`src/rtl/flag_branch_unit_pkg.sv`:
```
// Shared encodings for the execute-stage flag/branch logic and the ALU-control decoder.
package flag_branch_unit_pkg;

  localparam int FLAG_N = 2;
  localparam int FLAG_C = 1;
  localparam int FLAG_Z = 0;

  typedef enum logic [2:0] {
    BR_NONE = 3'b000,
    BR_JZ   = 3'b001,
    BR_JN   = 3'b010,
    BR_JC   = 3'b011,
    BR_JMP  = 3'b100
  } br_type_e;

  localparam logic [2:0] UPD_ARITH = 3'b111;
  localparam logic [2:0] UPD_LOGIC = 3'b101;
  localparam logic [2:0] UPD_NONE  = 3'b000;

  // One-hot mask selecting a single flag bit of the 3-bit CCR.
  function automatic logic [2:0] flag_mask(input int idx);
    logic [2:0] m;
    m = 3'b000;
    m[idx] = 1'b1;
    return m;
  endfunction

endpackage

```
`src/rtl/flag_branch_unit_cond.sv`:
```
// Combinational jump condition: taken flag and which CCR bit a taken conditional jump consumes.
module branch_cond
  import flag_branch_unit_pkg::*;
(
  input  logic [2:0] flag,
  input  logic [2:0] br_type,
  output logic       cond,
  output logic [2:0] clr_mask
);

  always_comb begin
    cond     = 1'b0;
    clr_mask = 3'b000;
    case (br_type_e'(br_type))
      BR_JZ: begin
        cond     = flag[FLAG_Z];
        clr_mask = flag_mask(FLAG_Z);
      end
      BR_JN: begin
        cond     = flag[FLAG_N];
        clr_mask = flag_mask(FLAG_N);
      end
      BR_JC: begin
        cond     = flag[FLAG_C];
        clr_mask = flag_mask(FLAG_C);
      end
      // Unconditional jumps never consume a flag.
      BR_JMP: cond = 1'b1;
      default: begin
        cond     = 1'b0;
        clr_mask = 3'b000;
      end
    endcase
  end

endmodule

```
`src/rtl/flag_branch_unit.sv`:
```
// Condition-code register, jump resolution, flush generation and one-deep CCR shadow
// for interrupt entry / RTI.
module flag_branch_unit
  import flag_branch_unit_pkg::*;
#(
  parameter int DATA_W = 16,
  parameter int FLAG_W = 3
) (
  input  logic              clk,
  input  logic              rst,
  input  logic [FLAG_W-1:0] alu_flag,
  input  logic [FLAG_W-1:0] flag_upd,
  input  logic              setc,
  input  logic              clrc,
  input  logic [2:0]        br_type,
  input  logic [DATA_W-1:0] br_target,
  input  logic              stall,
  input  logic              int_save,
  input  logic              rti_restore,
  output logic [FLAG_W-1:0] flag,
  output logic              br_taken,
  output logic [DATA_W-1:0] pc_redirect,
  output logic              flush,
  output logic              shadow_valid
);

  logic [FLAG_W-1:0] ccr_q;
  logic [FLAG_W-1:0] ccr_d;
  logic [FLAG_W-1:0] shadow_q;
  logic              shadow_valid_q;
  logic              flush_q;
  logic              cond;
  logic [2:0]        clr_mask;
  logic              restore;

  branch_cond u_branch_cond (
    .flag     (ccr_q),
    .br_type  (br_type),
    .cond     (cond),
    .clr_mask (clr_mask)
  );

  assign br_taken    = cond & ~rst & ~stall;
  assign pc_redirect = br_taken ? br_target : '0;

  // A simultaneous int_save takes precedence and suppresses the restore.
  assign restore = rti_restore & shadow_valid_q & ~int_save;

  always_comb begin
    ccr_d = ccr_q;
    for (int i = 0; i < FLAG_W; i++) begin
      if (restore)
        ccr_d[i] = shadow_q[i];
      else if (br_taken && clr_mask[i])
        ccr_d[i] = 1'b0;
      else if ((i == FLAG_C) && clrc)
        ccr_d[i] = 1'b0;
      else if ((i == FLAG_C) && setc)
        ccr_d[i] = 1'b1;
      else if (flag_upd[i])
        ccr_d[i] = alu_flag[i];
    end
  end

  always_ff @(posedge clk) begin
    if (rst) begin
      ccr_q          <= '0;
      shadow_q       <= '0;
      shadow_valid_q <= 1'b0;
      flush_q        <= 1'b0;
    end else if (stall) begin
      flush_q <= 1'b0;
    end else begin
      ccr_q   <= ccr_d;
      flush_q <= br_taken;
      if (int_save) begin
        shadow_q       <= ccr_q;
        shadow_valid_q <= 1'b1;
      end else if (restore) begin
        shadow_valid_q <= 1'b0;
      end
    end
  end

  assign flag         = ccr_q;
  assign flush        = flush_q;
  assign shadow_valid = shadow_valid_q;

endmodule

```
`config.mk`:
```
export PLATFORM = sky130hd
export DESIGN_NAME = flag_branch_unit
export DESIGN_NICKNAME = d
export VERILOG_FILES = /design/src/rtl/flag_branch_unit_pkg.sv /design/src/rtl/flag_branch_unit_cond.sv /design/src/rtl/flag_branch_unit.sv
export SDC_FILE = /design/constraint.sdc
export NUM_CORES = 1
export LEC_CHECK = 0
export ABC_AREA = 1
export BUFFER_PORTS_ARGS = -buffer_cell sky130_fd_sc_hd__clkbuf_2
export CAP_MARGIN = 10
export CORE_MARGIN = 4
export CORE_UTILIZATION = 40
export DETAILED_ROUTE_END_ITERATION = 8
export HOLD_SLACK_MARGIN = 0.1
export PLACE_DENSITY_LB_ADDON = 0.08
export SETUP_SLACK_MARGIN = 0.02
export SLEW_MARGIN = 10
export SYNTH_ARGS = -nofsm -noshare
export SYNTH_HDL_FRONTEND = slang
export SYNTH_SLANG_ARGS = --single-unit
```
`constraint.sdc`:
```
create_clock -name clk -period 2.8 [get_ports clk]
set_input_delay 0.42 -clock clk [delete_from_list [all_inputs] [get_ports clk]]
set_output_delay 0.42 -clock clk [all_outputs]
set_load 0.05 [all_outputs]
```
[After elaboration in Yosys (flattened, before gate mapping)]
Index checks and enable logic that the tools add are counted.
Storage, ports and cells
  bits in registers: 8
  input bits: 32
  output and inout port bits: 22
  logic and storage cells: 46
Cells by class
  eq/ne operators: 4
  mux-type cells: 16
  bitwise operators: 7
  reductions and logical operators: 13
Operators by type and width (number)
  $mux W16: 1
  $mux W1: 13
  $reduce_and A2 Y1: 5
  $pmux W3 S3: 1
  $eq A3 B2 Y1 const B: 2
  $reduce_bool A3 Y1: 2
  $reduce_bool A5 Y1: 1
  $and A1 B1 Y1: 4
  $pmux W1 S4: 1
  $eq A3 B1 Y1 const B: 1
  $eq A3 B3 Y1 const B: 1
  $logic_and A1 B1 Y1: 3
  $not A1 Y1: 3
  $reduce_bool A2 Y1: 1
  $reduce_or A2 Y1: 1

[Logic depth before layout (Yosys ltp)]
Gate-level depths: netlist of run 1.
  depth after elaboration: 7
  gate-level depth with buffers: 11
  mapped depth without buffers: 11

[Hierarchy]
From an unflattened synthesis of run 1, not the netlist that was laid out.
Second synthesis, totals
  cells, all modules: 116
  area, all modules: 628.1 um^2
Modules (own cells, without submodules)
  flag_branch_unit: times used 1, cells each 100, area each 558.0 um^2, seq. area each 160.2 um^2
  branch_cond: times used 1, cells each 16, area each 70.1 um^2, seq. area each 0.0 um^2

[Worst setup path before layout of run 1]
No wires, ideal clock.
  path type: reg-to-output
  start: register ccr_q[1], in the netlist flag[1]
  end: output pc_redirect[10]
  arrival: 1.897 ns
  required time: 2.380 ns
  slack: 0.483 ns
  cell stages (with the launch flop): 8
  buffers on the path: 1
  cell sequence: dfxtp_1 > inv_1 > nor2_1 > nor2_1 > nand2_2 > nand2_2 > buf_6 > nor2_1
On the way
  word-level cells in the longest chain between the ends: 4
RTL lines
  from (decl): RTL line flag_branch_unit.sv:27  | logic [FLAG_W-1:0] ccr_q;
  from (signal assigned): RTL line flag_branch_unit.sv:74  | ccr_q <= ccr_d;
  $pmux W1 S4: RTL line flag_branch_unit_cond.sv:14  | case (br_type_e'(br_type))
  $and A1 B1 Y1 (2 in series): RTL line flag_branch_unit.sv:43  | assign br_taken = cond & ~rst & ~stall;
  $mux W16: RTL line flag_branch_unit.sv:44  | assign pc_redirect = br_taken ? br_target : '0;
  to (decl): RTL line flag_branch_unit.sv:22  | output logic [DATA_W-1:0] pc_redirect,
No other way between the ends.

[Final worst setup path of run 1]
  start: input br_type[2]
  end: output pc_redirect[14]
On the way
  word-level cells in the longest chain between the ends: 5
  elaborated cells between the ends (all ways): 8
  classes of those cells: eq/ne: 4; mux: 2; bitwise: 2
RTL lines
  from (decl): RTL line flag_branch_unit.sv:15  | input logic [2:0] br_type,
  $eq A3 B3 Y1, or another cell as far along: RTL line flag_branch_unit_cond.sv:14
  $pmux W1 S4 (*): RTL line flag_branch_unit_cond.sv:14
  $and A1 B1 Y1 (*) (2 in series): RTL line flag_branch_unit.sv:43
  $mux W16 (*): RTL line flag_branch_unit.sv:44
Every way passes the cells marked *; elsewhere a longest branch is shown, timed or not.

==> results of run 1 <==
state kept, by name (all words and copies together) (netlist names):
name / flops
flush: 1
shadow_valid: 1
shadow_q: 3
flag: 3
cell families after synthesis:
kind of cell	after synthesis
flops	8
buf+inv	34
simple gates	71
compound gates	9
through the flow:
| stage | hold slack (ps) | setup slack, ps | total power (uW) |
|---|---|---|---|
| 2_1_floorplan | 492 | 483 | 190 |
| 3_3_place_gp | 492 | 819 | 224 |
| 3_5_place_dp | 497 | 781 | 226 |
| 4_1_cts | 345 | 774 | 321 |
| 5_1_grt | 344 | 627 | 342 |
| 6_report | 352 | 784 | 316 |
synthesized netlist by cell type, drive strengths merged:
master and number:
a21oi 5, buf 1, dfxtp 8, inv 33
nand2 26, nand3 7, nor2 36, nor3 1
o21ai 4, or2 1
worst register-to-register path, stage by stage, from the launching register on:
cell and delay, ps:
dfxtp_1 320, nand2_1 100, nor2_4 70, or2_1 220, nor3_1 160, nand2_1 80
nand2_1 70, nand2_1 50, nand2_1 60, nor2_2 30
layout make-up:
| type | instances | area share, % |
|---|---|---|
| timing repair buffer | 53 | 28.2 |
| clock buffer | 3 | 2.40 |
| inverter | 33 | 13.2 |
| multi-input combinational | 80 | 37.0 |
| sequential | 8 | 17.0 |
| tap | 16 | 2.13 |
per-layer routing:
metal  vias to the layer above  GRT usage (%)  part of all wire [%]
met4                         0           1.61                     0
li1                        461              -                     -
met3                         0           6.64                   9.4
met2                        29           19.5                    48
met1                       314           18.0                    42
met5                         -              0                     0
worst max-delay path by stage:
stage                     cells after the start       start  slack, ps              end
final                                         7  br_type[2]        780  pc_redirect[14]
after global routing                          7  br_type[2]        630   pc_redirect[9]
after CTS                                     7  br_type[2]        770   pc_redirect[9]
after detailed placement                      7  br_type[2]        780   pc_redirect[9]
after global placement                        7  br_type[2]        820  pc_redirect[12]
after floorplan                               7     flag[1]        480  pc_redirect[10]
power by group through the flow:
stage,registers [uW],clock network (uW),logic (uW)
2_1_floorplan,142,0,48.4
3_3_place_gp,126,0,97.2
3_5_place_dp,127,0,98.7
4_1_cts,124,97.4,99.2
5_1_grt,125,108,109
6_report,124,92.7,98.7
==> implementation parameters, run 1 <==
Parameter                              Value

Power
  Sequential share of power    39.4%
  Total net switching power    110 uW
  Leakage power total    0.000665 uW
  Clock network power share    29.4%
  Switching power share of the total    34.9%
  Power density over the cells    336 nW/um^2
  Maximum vdd drop    0.324 mV
  Part of the power in combinational logic    31.2%
  Power Internal    205 uW

Yosys
  Area leader, netlist    dfxtp_1
  Count of yosys warnings during synthesis    0
  Fraction of synthesized cell area taken by the top area cell type    24.9%
  Post-synthesis compound-gate area fraction    7.59%
  Simple-gate area share of the yosys netlist    46.5%
  Multiplexer share of the synthesized area    0%
  Number of different library cells in the post-synthesis netlist    16
  Largest cells by area after synthesis    dfxtp_1, nor2_1, inv_1
  Xor/xnor share of the synthesized area    0%
  Flop and latch count out of synthesis    8
  Cell count after synthesis    122
  Adder-cell share of the synthesized area    0%
  Sequential share of the synthesized area    24.9%
  Combinational family with the most area after synthesis    simple AND/OR/NAND/NOR gates
  Mean Syn Cell Area    5.27 um^2
  Area of the mapped netlist    643 um^2
  Net count after synthesis    154

Global route
  Initial antenna violation count    0
  First-pass GRT wire length    2.12 mm
  Overall global routing resource usage    13.3%
  Maximum number of pins on one net before global-route repair    19
  Number of global-route vias before repair    514
  Overflow after GRT    0

Job
  Maxcap violations    0

STA
  Fin Clk Skew    10.8 ps
  Final hold vios    0
  Highest achievable clock rate    496 MHz
  Accumulated negative setup slack    0 ps
  Setup repair after global routing missed its margin    no
  Min Clock Period, post-route    2020 ps
  Worst max-slew margin expressed relative to the limit    72.1%
  Slew at the pin closest to its max-slew limit    417 ps
  Final period util    72.0%
  Setup-violating endpoint count in the final report    0
  Final slew viol count    0

Detailed routing
  Via-to-Cell Ratio    4.17
  Residual DRC    0
  Routed wire length    1.65 mm
  Via total after detailed routing    804
  Routed len/inst    8.53 um
  Detail Route Antenna Nets    0
  Drt first pass iters    4
  1st-iter DRT viols    10

Final layout
  Proportion of layout cells with a drive suffix above 1    36.7%
  Most frequent standard cell in the layout excluding fill and tap cells    clkbuf_2
  Post-route insts no fill    193
  Layout overhead on the synthesized area    46.1%
  Fin util    62.4%
  Area of the multi-input gates    348 um^2
  Sequential cell area    160 um^2
  Filler instances    169
  Number of nets in the layout    211
  Commonest cells after routing, fill and taps aside    clkbuf_2, nor2_1, inv_1, nand2_1, dfxtp_1
  Non-Filler Cell Area, Final    940 um^2
  Diodes inserted    0

CTS
  Number of buffers created by CTS    3
  Maximum count of clock buffers along a single path    2
  Number of buffers added for setup after CTS    0
  Clock Pin Slew Worst Setup and Hold Paths    50 ps
  Post-cts repair resize count    0
  Clock latency reported for the late side of the worst-skew pair    260 ps
  TritonCTS clock tree    yes
  Max H-tree Level    1
  Number of buffers inserted by hold repair at cts    0
  # clock sinks    8
  Buffer cell driving the clock tree root    clkbuf_4

Floorplan
  Die extent in x    48.1 um
  Overall die area    2310 um^2
  Starting density of the core    42.7%
  Die Span Y    48.1 um
  IO Count    54
  Row count    14
  Core Area    1510 um^2

Setup path
  Cell Chain, Critical Path    clkbuf_2 -> inv_2 -> o21ai_0 -> a21oi_2 -> nand2_2 -> nor2_1 -> clkbuf_2
  CP Max Fanout    18
  Sort of element at the end of the critical path    primary output
  Nature of the critical path startpoint    primary input
  Worst r2r dst    flag[1]
  CP delay by family, top    buffers and inverters
  Critical path buffers and inverters    3
  Crit path required time    2380 ps
  Cell at the slowest stage of the critical path    clkbuf_2
  Setup slack of the most critical reg-to-reg path    1550 ps
  Origin of the critical flop-to-flop path    shadow_valid
  Cell mode on critical path    clkbuf_2
  Crit-path max cell delay    290 ps
  Worst Path Arrival    1600 ps
  Crit Path Class    in -> out
  Worst reg2reg path depth    9

Min path
  End of the worst hold path    shadow_valid
  Number of cells traversed by the worst hold path    2
  Min-delay worst type    in -> reg
  Hold wc startpoint    rst

Placement
  HPWL after DPL    1.37 mm
  Gp weighted congestion    0.772
  Port Buffer Count    53
  Post-detailed-placement cell area    917 um^2
  Placed cell count    190

Run status
  Result of the run    completed
Power figures use the tool's default switching activity.
==> run 2, diff against run 1 <==
Settings changed: CORE_UTILIZATION 40 to 34.
Clock period 2.8 ns to 1.7 ns, I/O delays scaled along.
==> run 2 against run 1 <==
The flow now finishes with violations (negative setup slack); global-route usage up 3.6 points; non-clock buffer count rose by 12; first-iteration DRC count is 60% lower; clock skew down 1.9 ps; largest power group is now combinational cells; power grew 89%; clock-buffer cell count up 1; clock power increased by 75%; hold slack lost 170 ps; sequential power increased by 67%; final cell count up 11%; die area grew 15%; register-to-register slack got worse by 1500 ps; critical path type is now reg -> out.
==> implementation parameters, run 2 (synthesis results as in run 1) <==
Parameter                              Value

Final layout
  Diodes inserted    0
  Proportion of layout cells with a drive suffix above 1    57.4%
  Commonest cells after routing, fill and taps aside    clkbuf_2, inv_1, nand2_1, nor2_4, buf_6
  Filler instances    136
  Layout overhead on the synthesized area    114%
  Non-Filler Cell Area, Final    1380 um^2
  Number of nets in the layout    223
  Most frequent standard cell in the layout excluding fill and tap cells    clkbuf_2

STA
  Final slew viol count    0
  Fin Clk Skew    8.87 ps
  Min Clock Period, post-route    1720 ps
  Final hold vios    0
  Hold slack    180 ps
  Setup-violating endpoint count in the final report    1
  Min setup slack post-route    -20.4 ps
  Highest achievable clock rate    581 MHz
  Setup repair after global routing missed its margin    yes
  Slew at the pin closest to its max-slew limit    399 ps
  Worst max-slew margin expressed relative to the limit    73.3%
  Final period util    101%

Global route
  Initial antenna violation count    0
  Overflow after GRT    0
  Overall global routing resource usage    16.9%
  First-pass GRT wire length    3.38 mm
  Number of global-route vias before repair    935
  Maximum number of pins on one net before global-route repair    11

Setup path
  Cell Chain, Critical Path    inv_4 -> nor2_4 -> nor2_2 -> nand2_2 -> nand2_4 -> buf_12 -> clkinvlp_4 -> clkbuf_16
  Sort of element at the end of the critical path    primary output
  Crit path required time    1440 ps
  Nature of the critical path startpoint    flip-flop
  Crit-path max cell delay    350 ps
  Cell at the slowest stage of the critical path    dfxtp_4
  CP Max Fanout    8
  Critical path buffers and inverters    4
  Worst Path Arrival    1470 ps
  Crit Path Class    reg -> out
  CP delay by family, top    buffers and inverters

Run status
  Violated checks    negative setup slack
  Result of the run    finished with violations

CTS
  Clock Pin Slew Worst Setup and Hold Paths    60 ps
  Number of buffers created by CTS    3
  # clock sinks    8
  Buffer cell driving the clock tree root    clkbuf_4
  Maximum count of clock buffers along a single path    2
  TritonCTS clock tree    yes
  Clock latency reported for the late side of the worst-skew pair    270 ps
  Number of buffers inserted by hold repair at cts    0
  Max H-tree Level    1

Detailed routing
  1st-iter DRT viols    4
  Routed wire length    2.32 mm
  Via total after detailed routing    954
  Detail Route Antenna Nets    0
  Drt first pass iters    3
  Residual DRC    0
  Routed len/inst    10.8 um
  Via-to-Cell Ratio    4.44

Floorplan
  IO Count    54
  Die Span Y    51.5 um
  Overall die area    2650 um^2
  Core Area    1760 um^2
  Die extent in x    51.5 um
  Starting density of the core    36.5%
  Row count    15

Min path
  Min-delay worst type    in -> reg

Placement
  Worst Setup Slack post-DPL    18.8 ps
  Gp weighted congestion    0.848
  HPWL after DPL    1.58 mm
  Post-detailed-placement cell area    1090 um^2
  Port Buffer Count    53

Power
  Leakage power total    0.000774 uW
  Power density over the cells    433 nW/um^2
  Maximum vdd drop    0.395 mV

Job
  Maxcap violations    0
run 2: cell types whose count changed in the layout (fill, tap and decap cells not counted), moves of 3 or more:
cell | previous run | this run
buf_6 | 0 | 15
dfxtp_1 | 8 | 5
dfxtp_4 | 0 | 3
nand3_2 | 1 | 4
nand3_1 | 6 | 3
nor2_4 | 1 | 18
inv_4 | 0 | 3
nor2_1 | 34 | 14
buf_4 | 0 | 10
nor2_2 | 1 | 4
inv_1 | 30 | 26
clkbuf_2 | 53 | 36
run 2: cell type report:
cell class | instances | area [um^2] | share of cell area [%]
timing repair buffer | 65 | 504 | 36.6
tap | 25 | 31.3 | 2.27
sequential | 8 | 171 | 12.5
clock buffer | 4 | 26.3 | 1.91
inverter | 33 | 135 | 9.82
multi-input combinational | 80 | 508 | 36.9
run 2: final timing paths:
check                             start            to  slack [ps]  cells past startpoint
worst min-delay path                rst  shadow_valid         180                      2
worst max register to register  flag[1]       flag[1]          60                     14
worst max-delay path            flag[1]      br_taken         -20                      8
worst min register to register  flag[0]   shadow_q[0]         510                      2
run 2: through the flow:
step | total power (uW) | setup TNS [ps] | utilization, % | std cells
floorplan | 324 | 0 | - | 122
global placement | 387 | 0 | 61.6 | 204
detailed placement | 392 | 0 | 61.6 | 204
CTS | 573 | 0 | 69.5 | 213
global route | 631 | -356 | 78.0 | 215
finish | 597 | -20.4 | 78.0 | 215
run 2: routing by layer:
metal  vias to the layer above  routed length [um]  track usage (%)
met4                         0                  53             6.99
met1                       419                 770             14.9
li1                        489                   -                -
met5                         -                   0                0
met3                         8                 223             6.59
met2                        38                1270             33.1
run 2: power breakdown:
part / total [uW] / switching [uW] / internal (uW)
logic: 228 / 136 / 91.4
registers: 207 / 8.19 / 199
clock network: 162 / 71.9 / 90.2
total: 597 / 216 / 380
run 2: repair_timing:
action	in CTS	in global routing
buffers inserted	5	2
gates resized for setup	26	50
endpoints found under the setup margin	17	20
gates cloned	0	0
pin swaps	3	5
endpoints found under the hold margin	0	0
